**config.mk**
```make
export PLATFORM = sky130hd
export DESIGN_NAME = hermes_input_buffer
export DESIGN_NICKNAME = d
export VERILOG_FILES = /design/src/rtl/hermes_pkg.sv /design/src/rtl/hermes_fifo.sv /design/src/rtl/hermes_input_buffer.sv
export SDC_FILE = /design/constraint.sdc
export NUM_CORES = 1
export LEC_CHECK = 0
export CORE_ASPECT_RATIO = 1.2
export CORE_UTILIZATION = 28
export CTS_BUF_LIST = sky130_fd_sc_hd__clkbuf_16
export DETAILED_ROUTE_END_ITERATION = 10
export PLACE_DENSITY = 0.55
export SKIP_LAST_GASP = 1
export SYNTH_ARGS = -nofsm -noshare
export SYNTH_HDL_FRONTEND = slang
export SYNTH_HIERARCHICAL = 1
export SYNTH_SLANG_ARGS = --single-unit
```
**constraint.sdc**
```tcl
create_clock -name clock -period 5.5 [get_ports clock]
set_input_delay 1.65 -clock clock [delete_from_list [all_inputs] [get_ports clock]]
set_output_delay 1.65 -clock clock [all_outputs]
set_load 0.02 [all_outputs]
```
**src/rtl/hermes_pkg.sv**
```systemverilog
// Shared definitions for the Hermes router input port: flit width,
// router port indices and the input-buffer packet FSM states.
package hermes_pkg;

  localparam int FLIT_W = 16;

  localparam int EAST  = 0;
  localparam int WEST  = 1;
  localparam int NORTH = 2;
  localparam int SOUTH = 3;
  localparam int LOCAL = 4;

  typedef enum logic [2:0] {
    ST_IDLE,
    ST_REQ,
    ST_SEND_HDR,
    ST_SEND_SIZE,
    ST_PAYLOAD,
    ST_END
  } buf_state_t;

endpackage

```
**src/rtl/hermes_fifo.sv**
```systemverilog
// Circular flit FIFO for the Hermes input buffer. Writes are ignored when
// full and reads when empty. The head flit is shown combinationally and
// reads as zero while the FIFO is empty.
module hermes_fifo #(
  parameter int WIDTH = 16,
  parameter int DEPTH = 16
) (
  input  logic             clock,
  input  logic             reset_n,
  input  logic             push,
  input  logic             pop,
  input  logic [WIDTH-1:0] din,
  output logic [WIDTH-1:0] dout,
  output logic             full,
  output logic             empty
);

  localparam int PTR_W = $clog2(DEPTH);
  localparam int CNT_W = PTR_W + 1;

  logic [WIDTH-1:0] mem [DEPTH];
  logic [PTR_W-1:0] wr_ptr;
  logic [PTR_W-1:0] rd_ptr;
  logic [CNT_W-1:0] count;
  logic             wr_en;
  logic             rd_en;

  assign full  = (count == CNT_W'(DEPTH));
  assign empty = (count == '0);
  assign wr_en = push && !full;
  assign rd_en = pop && !empty;
  assign dout  = empty ? '0 : mem[rd_ptr];

  // Flit storage. It is not reset, because only slots behind the pointers
  // are ever read.
  always_ff @(posedge clock) begin
    if (wr_en) begin
      mem[wr_ptr] <= din;
    end
  end

  // Pointers wrap naturally because DEPTH is a power of two. The occupancy
  // count holds when a push and a pop happen together.
  always_ff @(posedge clock or negedge reset_n) begin
    if (!reset_n) begin
      wr_ptr <= '0;
      rd_ptr <= '0;
      count  <= '0;
    end else begin
      if (wr_en) begin
        wr_ptr <= wr_ptr + 1'b1;
      end
      if (rd_en) begin
        rd_ptr <= rd_ptr + 1'b1;
      end
      unique case ({wr_en, rd_en})
        2'b10:   count <= count + 1'b1;
        2'b01:   count <= count - 1'b1;
        default: count <= count;
      endcase
    end
  end

endmodule

```
**src/rtl/hermes_input_buffer.sv**
```systemverilog
// Hermes router input buffer: the flit FIFO plus the packet FSM that asks
// switch control for a route and then streams header, size and payload to
// the crossbar.
// Optional macro HERMES_IBUF_ERR_CHK_EN adds the sticky err_o flag. It is
// set by rx while the FIFO is full or by a size flit of zero.
//
// state        | meaning
// -------------+----------------------------------------------------
// ST_IDLE      | no packet in progress, waiting for a buffered flit
// ST_REQ       | head flit buffered, h raised until ack_h
// ST_SEND_HDR  | header flit presented to the crossbar
// ST_SEND_SIZE | size flit presented, loads payload counter on pop
// ST_PAYLOAD   | payload flits presented, counter decrements per pop
// ST_END       | one idle cycle closing the packet
module hermes_input_buffer
  import hermes_pkg::*;
#(
  parameter int FLIT_W    = hermes_pkg::FLIT_W,
  parameter int BUF_DEPTH = 16
) (
  input  logic              clock,
  input  logic              reset_n,
  input  logic              rx,
  input  logic [FLIT_W-1:0] data_in,
  output logic              credit_o,
  output logic              h,
  input  logic              ack_h,
  output logic              data_av,
  output logic [FLIT_W-1:0] data,
  input  logic              data_ack,
  output logic              sender
`ifdef HERMES_IBUF_ERR_CHK_EN
  ,
  output logic              err_o
`endif
);

  buf_state_t        state;
  buf_state_t        state_nxt;
  logic [FLIT_W-1:0] payload_cnt;
  logic              full;
  logic              empty;
  logic              push;
  logic              pop;

  assign credit_o = ~full;
  assign push     = rx && credit_o;
  assign pop      = data_av && data_ack;

  hermes_fifo #(
    .WIDTH (FLIT_W),
    .DEPTH (BUF_DEPTH)
  ) u_fifo (
    .clock   (clock),
    .reset_n (reset_n),
    .push    (push),
    .pop     (pop),
    .din     (data_in),
    .dout    (data),
    .full    (full),
    .empty   (empty)
  );

  // Packet FSM state register.
  always_ff @(posedge clock or negedge reset_n) begin
    if (!reset_n) begin
      state <= ST_IDLE;
    end else begin
      state <= state_nxt;
    end
  end

  // The outputs depend only on the state and the FIFO status. ack_h and
  // data_ack only steer the next state, so they never reach h, data_av or
  // sender in the same cycle.
  always_comb begin
    state_nxt = state;
    h         = 1'b0;
    data_av   = 1'b0;
    sender    = 1'b0;
    unique case (state)
      ST_IDLE: begin
        if (!empty) begin
          state_nxt = ST_REQ;
        end
      end
      ST_REQ: begin
        h = 1'b1;
        if (ack_h) begin
          state_nxt = ST_SEND_HDR;
        end
      end
      ST_SEND_HDR: begin
        data_av = 1'b1;
        sender  = 1'b1;
        if (data_ack) begin
          state_nxt = ST_SEND_SIZE;
        end
      end
      ST_SEND_SIZE: begin
        data_av = ~empty;
        sender  = 1'b1;
        if (!empty && data_ack) begin
          state_nxt = (data == '0) ? ST_END : ST_PAYLOAD;
        end
      end
      ST_PAYLOAD: begin
        data_av = ~empty;
        sender  = 1'b1;
        if (!empty && data_ack && payload_cnt == FLIT_W'(1)) begin
          state_nxt = ST_END;
        end
      end
      ST_END: begin
        state_nxt = ST_IDLE;
      end
      default: begin
        state_nxt = ST_IDLE;
      end
    endcase
  end

  // Payload counter: the size flit loads it when popped, and each payload
  // pop then counts it down.
  always_ff @(posedge clock or negedge reset_n) begin
    if (!reset_n) begin
      payload_cnt <= '0;
    end else if (pop && state == ST_SEND_SIZE) begin
      payload_cnt <= data;
    end else if (pop && state == ST_PAYLOAD) begin
      payload_cnt <= payload_cnt - 1'b1;
    end
  end

`ifdef HERMES_IBUF_ERR_CHK_EN
  // Sticky protocol error flag; only reset clears it.
  always_ff @(posedge clock or negedge reset_n) begin
    if (!reset_n) begin
      err_o <= 1'b0;
    end else if ((rx && full) || (pop && state == ST_SEND_SIZE && data == '0)) begin
      err_o <= 1'b1;
    end
  end
`endif

endmodule

```
## Word level (Yosys, flattened, before mapping)

Memory sizes are Yosys's and may differ from the RTL's.
Index checks and enable logic that the tools add are counted.
Widths: inputs -> output; s select.

| operators by class | value |
|---|---|
| $add $sub $neg | 5 |
| equality and inequality tests | 13 |
| mux-type cells | 16 |
| bitwise logic cells | 2 |
| reductions and logical operators | 18 |

Operator list:

| kind | count |
|---|---|
| $mux 16 | 3 |
| $eq 16x1->1 const B | 1 |
| $logic_not 16->1 | 1 |
| $sub 16x1->16 const B | 1 |
| $mux 3 | 5 |
| $pmux 3 s5 | 1 |
| $ne 2x2->1 const B | 5 |
| $pmux 5 s2 | 1 |
| $add 4x1->4 const B | 2 |
| $logic_and 1x1->1 | 8 |
| $eq 3x2->1 const B | 2 |
| $add 5x1->5 const B | 1 |
| $eq 5x5->1 const B | 1 |
| $logic_not 5->1 | 1 |
| $mux 1 | 5 |
| $reduce_and 5->1 | 1 |
| $sub 5x1->5 const B | 1 |
| $reduce_bool 2->1 | 2 |
| $eq 3x1->1 const B | 1 |
| $eq 3x3->1 const B | 1 |
| $logic_not 3->1 | 1 |
| $reduce_or 3->1 | 1 |
| $eq 2x1->1 const B | 1 |
| $eq 2x2->1 const B | 1 |
| other kinds (4) | 6 |

| storage, ports and cells | value |
|---|---|
| register bits | 32 |
| RAM bits | 256 |
| input bits | 21 |
| logic and storage cells | 60 |
| memories kept | 1 |

Memories:

| name | depth | bits a word | read ports | clocked after Yosys merged registers in | write ports | line | text |
|---|---|---|---|---|---|---|---|
| u_fifo.mem | 16 | 16 | 1 | 0 | 1 | hermes_fifo.sv:21 | `logic [WIDTH-1:0] mem [DEPTH];` |

## Logic depth before layout (Yosys ltp)

| logic depth | value |
|---|---|
| word-level depth | 7 |
| mapped depth | 17 |
| depth with buffers taken out | 13 |

## Cells and area by module

Netlist, hierarchy kept.

By module, submodules not included:

| module | times used | cells an instance | area an instance (um2) |
|---|---|---|---|
| hermes_fifo | 1 | 513 | 10,749.1 |
| hermes_input_buffer | 1 | 164 | 1,332.5 |

## Least setup slack after synthesis

Ideal clock, no wire load.

| path | value |
|---|---|
| path type | input-to-reg |
| start | input port rx |
| end | memory u_fifo.mem[3][0] (enable) |
| library setup time | 409 ps |
| arrival | 3,384 ps |
| slack | 1,707 ps |
| stages | 4 |
| cells stage by stage | nor2b_1 > a21boi_2 > nand2_1 > nor3_1 |

| between the ends | value |
|---|---|
| cells in the longest elaborated chain, start to end | 4 |

Ends and longest elaborated chain:

| item | line | text |
|---|---|---|
| start: declaration | hermes_input_buffer.sv:23 | `input logic rx,` |
| $logic_and 1x1->1 | hermes_input_buffer.sv:47 | `assign push = rx && credit_o;` |
| $logic_and 1x1->1 | hermes_fifo.sv:30 | `assign wr_en = push && !full;` |
| $mux 1 | hermes_fifo.sv:37 | `if (wr_en) begin` |
| $mux 1 (not written as such) | hermes_fifo.sv:38 | `mem[wr_ptr] <= din;` |
| end: declaration | hermes_fifo.sv:21 |  |

Every way passes these cells.

## Worst setup path after layout

| path | value |
|---|---|
| start | register u_fifo.rd_ptr[0] |
| end | output port data[0] |

| between the ends | value |
|---|---|
| cells in the longest elaborated chain, start to end | 2 |

Ends and longest elaborated chain:

| item | line | text |
|---|---|---|
| start: declaration | hermes_fifo.sv:23 | `logic [PTR_W-1:0] rd_ptr;` |
| start signal: assignment | hermes_fifo.sv:54 | `rd_ptr <= rd_ptr + 1'b1;` |
| $mem_v2 16x16 | -- |  |
| $mux 16 | hermes_fifo.sv:32 | `assign dout = empty ? '0 : mem[rd_ptr];` |
| end: declaration | hermes_input_buffer.sv:29 | `output logic [FLIT_W-1:0] data,` |

Every way passes these cells.

==> flow_metrics.py <==
metrics = {
    "placed_design": {
        "io_buffers": 40,
        "place_congestion": 0.843,
        "place_ws_ns": 0.826,
        "dpl.hpwl_um": 16800,
    },
    "grt": {
        "grt_pass1_wl_um": 40900,
        "grt_start_max_net_pins": 59,
        "grt-ovfl-total": 0,
        "antenna_found_initial": 0,
        "globalRouteTotalUtil": 0.126,
        "grt_pass1_vias": 6467,
    },
    "sta": {
        "setup_viol": 0,
        "fmax_mhz": 193,
        "hold_viol": 0,
        "slew_headroom": 0.376,
        "layout_min_cycle_time_ns": 5.17,
        "rsz0062_at_grt": "false",
        "fin_skew_ns": 0.0150,
        "slew_violations": 0,
        "period_share": 0.940,
        "tightest_slew_ns": 0.936,
        "worst_slack_ns": 0.331,
        "tns_ns": 0,
    },
    "critical_path": {
        "crit_path_start_kind": "register",
        "worstSetupPathType": "reg2out",
        "crit_fanout": 58,
        "rrSetupSlack_ns": 1.72,
        "slowest_stage": "dfrtp_4",
        "rr_worst_depth": 14,
        "worst_setup_path_end_kind": "output port",
        "path_cells": "mux4_2, mux2i_1, a211oi_1, clkdlybuf4s50_1",
        "r2r-end": "u_fifo/count[4]",
        "cp_data_required_time_ns": 3.85,
        "arrival_ns": 3.52,
        "regToRegStartpoint": "u_fifo/count[1]",
        "max_stage_delay_ns": 1.02,
    },
    "die": {
        "io_pins": 41,
        "num_rows": 83,
        "fp.dieW_um": 192,
        "die-area_um2": 44000,
        "start_util": 0.283,
        "fp.dieH_um": 230,
        "core_area_um2": 42700,
    },
    "logic_synthesis": {
        "yosys_register_bits": 288,
        "ys.warnings.count": 6,
        "avgSynthCellArea_um2": 17.8,
        "async_flop_share": 0.111,
        "synthCells": 677,
        "synth_flop_cell": "edfxtp_1",
        "synth_seq_area_share": 0.703,
        "ys_types": 61,
        "netlist_area_um2": 12100,
        "synth-edff-count": 256,
        "synth.net_count": 709,
    },
    "cells_and_area": {
        "area_delta_synth_final_pct": 17.3,
        "drive_above_1_share": 0.211,
        "num_antenna_cells": 0,
        "fin_nets": 770,
        "final_util": 0.332,
    },
    "pwr": {
        "power_density_nw_per_um2": 541,
        "p_int_w": 0.00511,
        "p_seq_frac": 0.402,
        "power_switching_w": 0.00256,
        "peakVddDrop_mv": 0.372,
        "p_leak_nw": 4.56,
        "swShare": 0.334,
        "total_power_w": 0.00767,
        "comb_power_share": 0.339,
        "clock_power_share": 0.258,
    },
    "routing": {
        "drcViolationCount": 0,
        "wl_per_cell_um": 20.6,
        "routed_via_density": 4.83,
        "drtPass1Iterations": 5,
        "drt-total-wl_um": 27000,
        "vias": 6323,
        "drt-initial-drc-count": 366,
        "final_antenna_net_count": 0,
    },
    "clock_tree": {
        "clock_latency_ns": 0.55,
        "path_clk_slew_ns": 0.06,
        "cts.sinks": 288,
        "cts_resized": 0,
        "cts_root_buffer": "clkbuf_16",
        "htreeDepth": 1,
        "cts_buffer_depth": 3,
        "cts_hold_buf": 0,
        "cts_tree": "done",
        "cts_made_buffers": 29,
        "postCtsSetupBuffers": 0,
    },
    "flow_run": {
        "cap_violations": 0,
    },
    "min_path": {
        "holdCritStartpoint": "payload_cnt[15]",
        "hold_path_depth": 2,
        "min_to": "payload_cnt[15]",
        "hp-class": "reg2reg",
    },
    "status": {
        "status": "complete, no violations",
    },
}
[cells in the mapped netlist (all sizes together) (3+ instances only)]
library cell  number  area, um^2
clkbuf            15        66.3
nand4              5        31.3
a31oi              3        18.8
nand3              5        25.0
mux2i             21         210
nand2b             6        37.5
mux4              62        1410
a211oi            30         225
and2               4        25.0
nand4b             3        26.3
nor2              32         120
o22ai              8        50.1
ha                11         138
xor2               3        26.3
nand3b             5        37.5
inv               11        41.3
a21boi             3        26.3
o31ai              3        22.5
nor3               9        56.3
dfrtp             32         801
a21oi             24         124
nand2             23        88.8
edfxtp           256        7690
nor4               7        65.1
xnor2              8        70.1
nor2b             17         106
a2bb2oi            3        26.3
o21ai             14        70.1
buf               27         215
[placed cells by master (no fill, tap or decap), drive strengths merged, types with 6 or more instances in the layout]
master,n
a21oi,24
nor2b,17
o21ai,14
clkdlybuf4s50,40
buf,32
nor3,9
o22ai,8
nor4,7
nand2b,6
nand2,23
xnor2,8
ha,11
clkbuf,29
edfxtp,256
inv,16
clkinv,8
mux2i,21
dfrtp,32
mux4,62
nor2,32
a211oi,30
[how the worst max path moves through the flow]
stage | start | endpoint | slack (ns) | depth (start not counted)
global placement | u_fifo/rd_ptr[0] | data[12] | 0.83 | 4
finish | u_fifo/rd_ptr[0] | data[0] | 0.33 | 4
CTS | u_fifo/rd_ptr[0] | data[0] | 0.22 | 4
detailed placement | u_fifo/rd_ptr[0] | data[0] | 0.83 | 4
floorplan | rx | u_fifo/mem[3][0] | 1.71 | 4
global route | u_fifo/rd_ptr[0] | data[12] | 0.12 | 4
[critical path, delay by kind of cell (launching register included)]
family | cells | cell delay (ns)
multiplexers | 2 | 0.42
flip-flops | 1 | 1.02
AO/OA/AOI/OAI | 1 | 0.72
buffers and inverters | 1 | 0.74
[routing by layer]
metal / vias to the layer above / global-route usage / share of wire
li1: 2852 / - / -
met1: 3294 / 0.160 / 0.43
met2: 130 / 0.217 / 0.50
met3: 47 / 0.0225 / 0.043
met4: 0 / 0.0387 / 0.026
met5: - / 0 / 0
[logic make-up after synthesis]
logic type / after synthesis / share of synthesized area
simple gates: 127 / 0.0591
compound gates: 102 / 0.0561
xor+xnor: 11 / 0.00797
mux: 85 / 0.136
buf+inv: 53 / 0.0267
fa+ha+maj: 11 / 0.0114
flops: 288 / 0.703
[metrics by stage]
stage / cells / hold slack, ns / area [um^2]
global route: 1309 / 0.612 / 14200
finish: 1309 / 0.567 / 14200
detailed placement: 1259 / 0.539 / 13200
floorplan: 677 / 0.513 / 12100
global placement: 1259 / 0.534 / 13200
CTS: 1309 / 0.556 / 14200
[registers in the layout, indices dropped and copies added, names as in the netlist]
name           count
payload_cnt       16
u_fifo/count       5
u_fifo/mem       256
u_fifo/wr_ptr      4
state              3
u_fifo/rd_ptr      4
[power groups by stage]
stage	sequential, W	clock [W]	combinational [W]
after CTS	0.00310	0.00203	0.00264
after global routing	0.00315	0.00210	0.00282
after global placement	0.00314	0	0.00262
after floorplan	0.00286	0	0.00195
final	0.00309	0.00198	0.00260
after detailed placement	0.00314	0	0.00264
[cell type report]
class / instances / area [um^2]
clock inverter: 21 / 228
sequential: 288 / 8500
fill: 4032 / 28500
inverter: 11 / 41.3
timing repair buffer: 72 / 666
multi-input combinational: 336 / 3320
clock buffer: 29 / 726
tap: 552 / 691
Power figures use the tool's default switching activity.
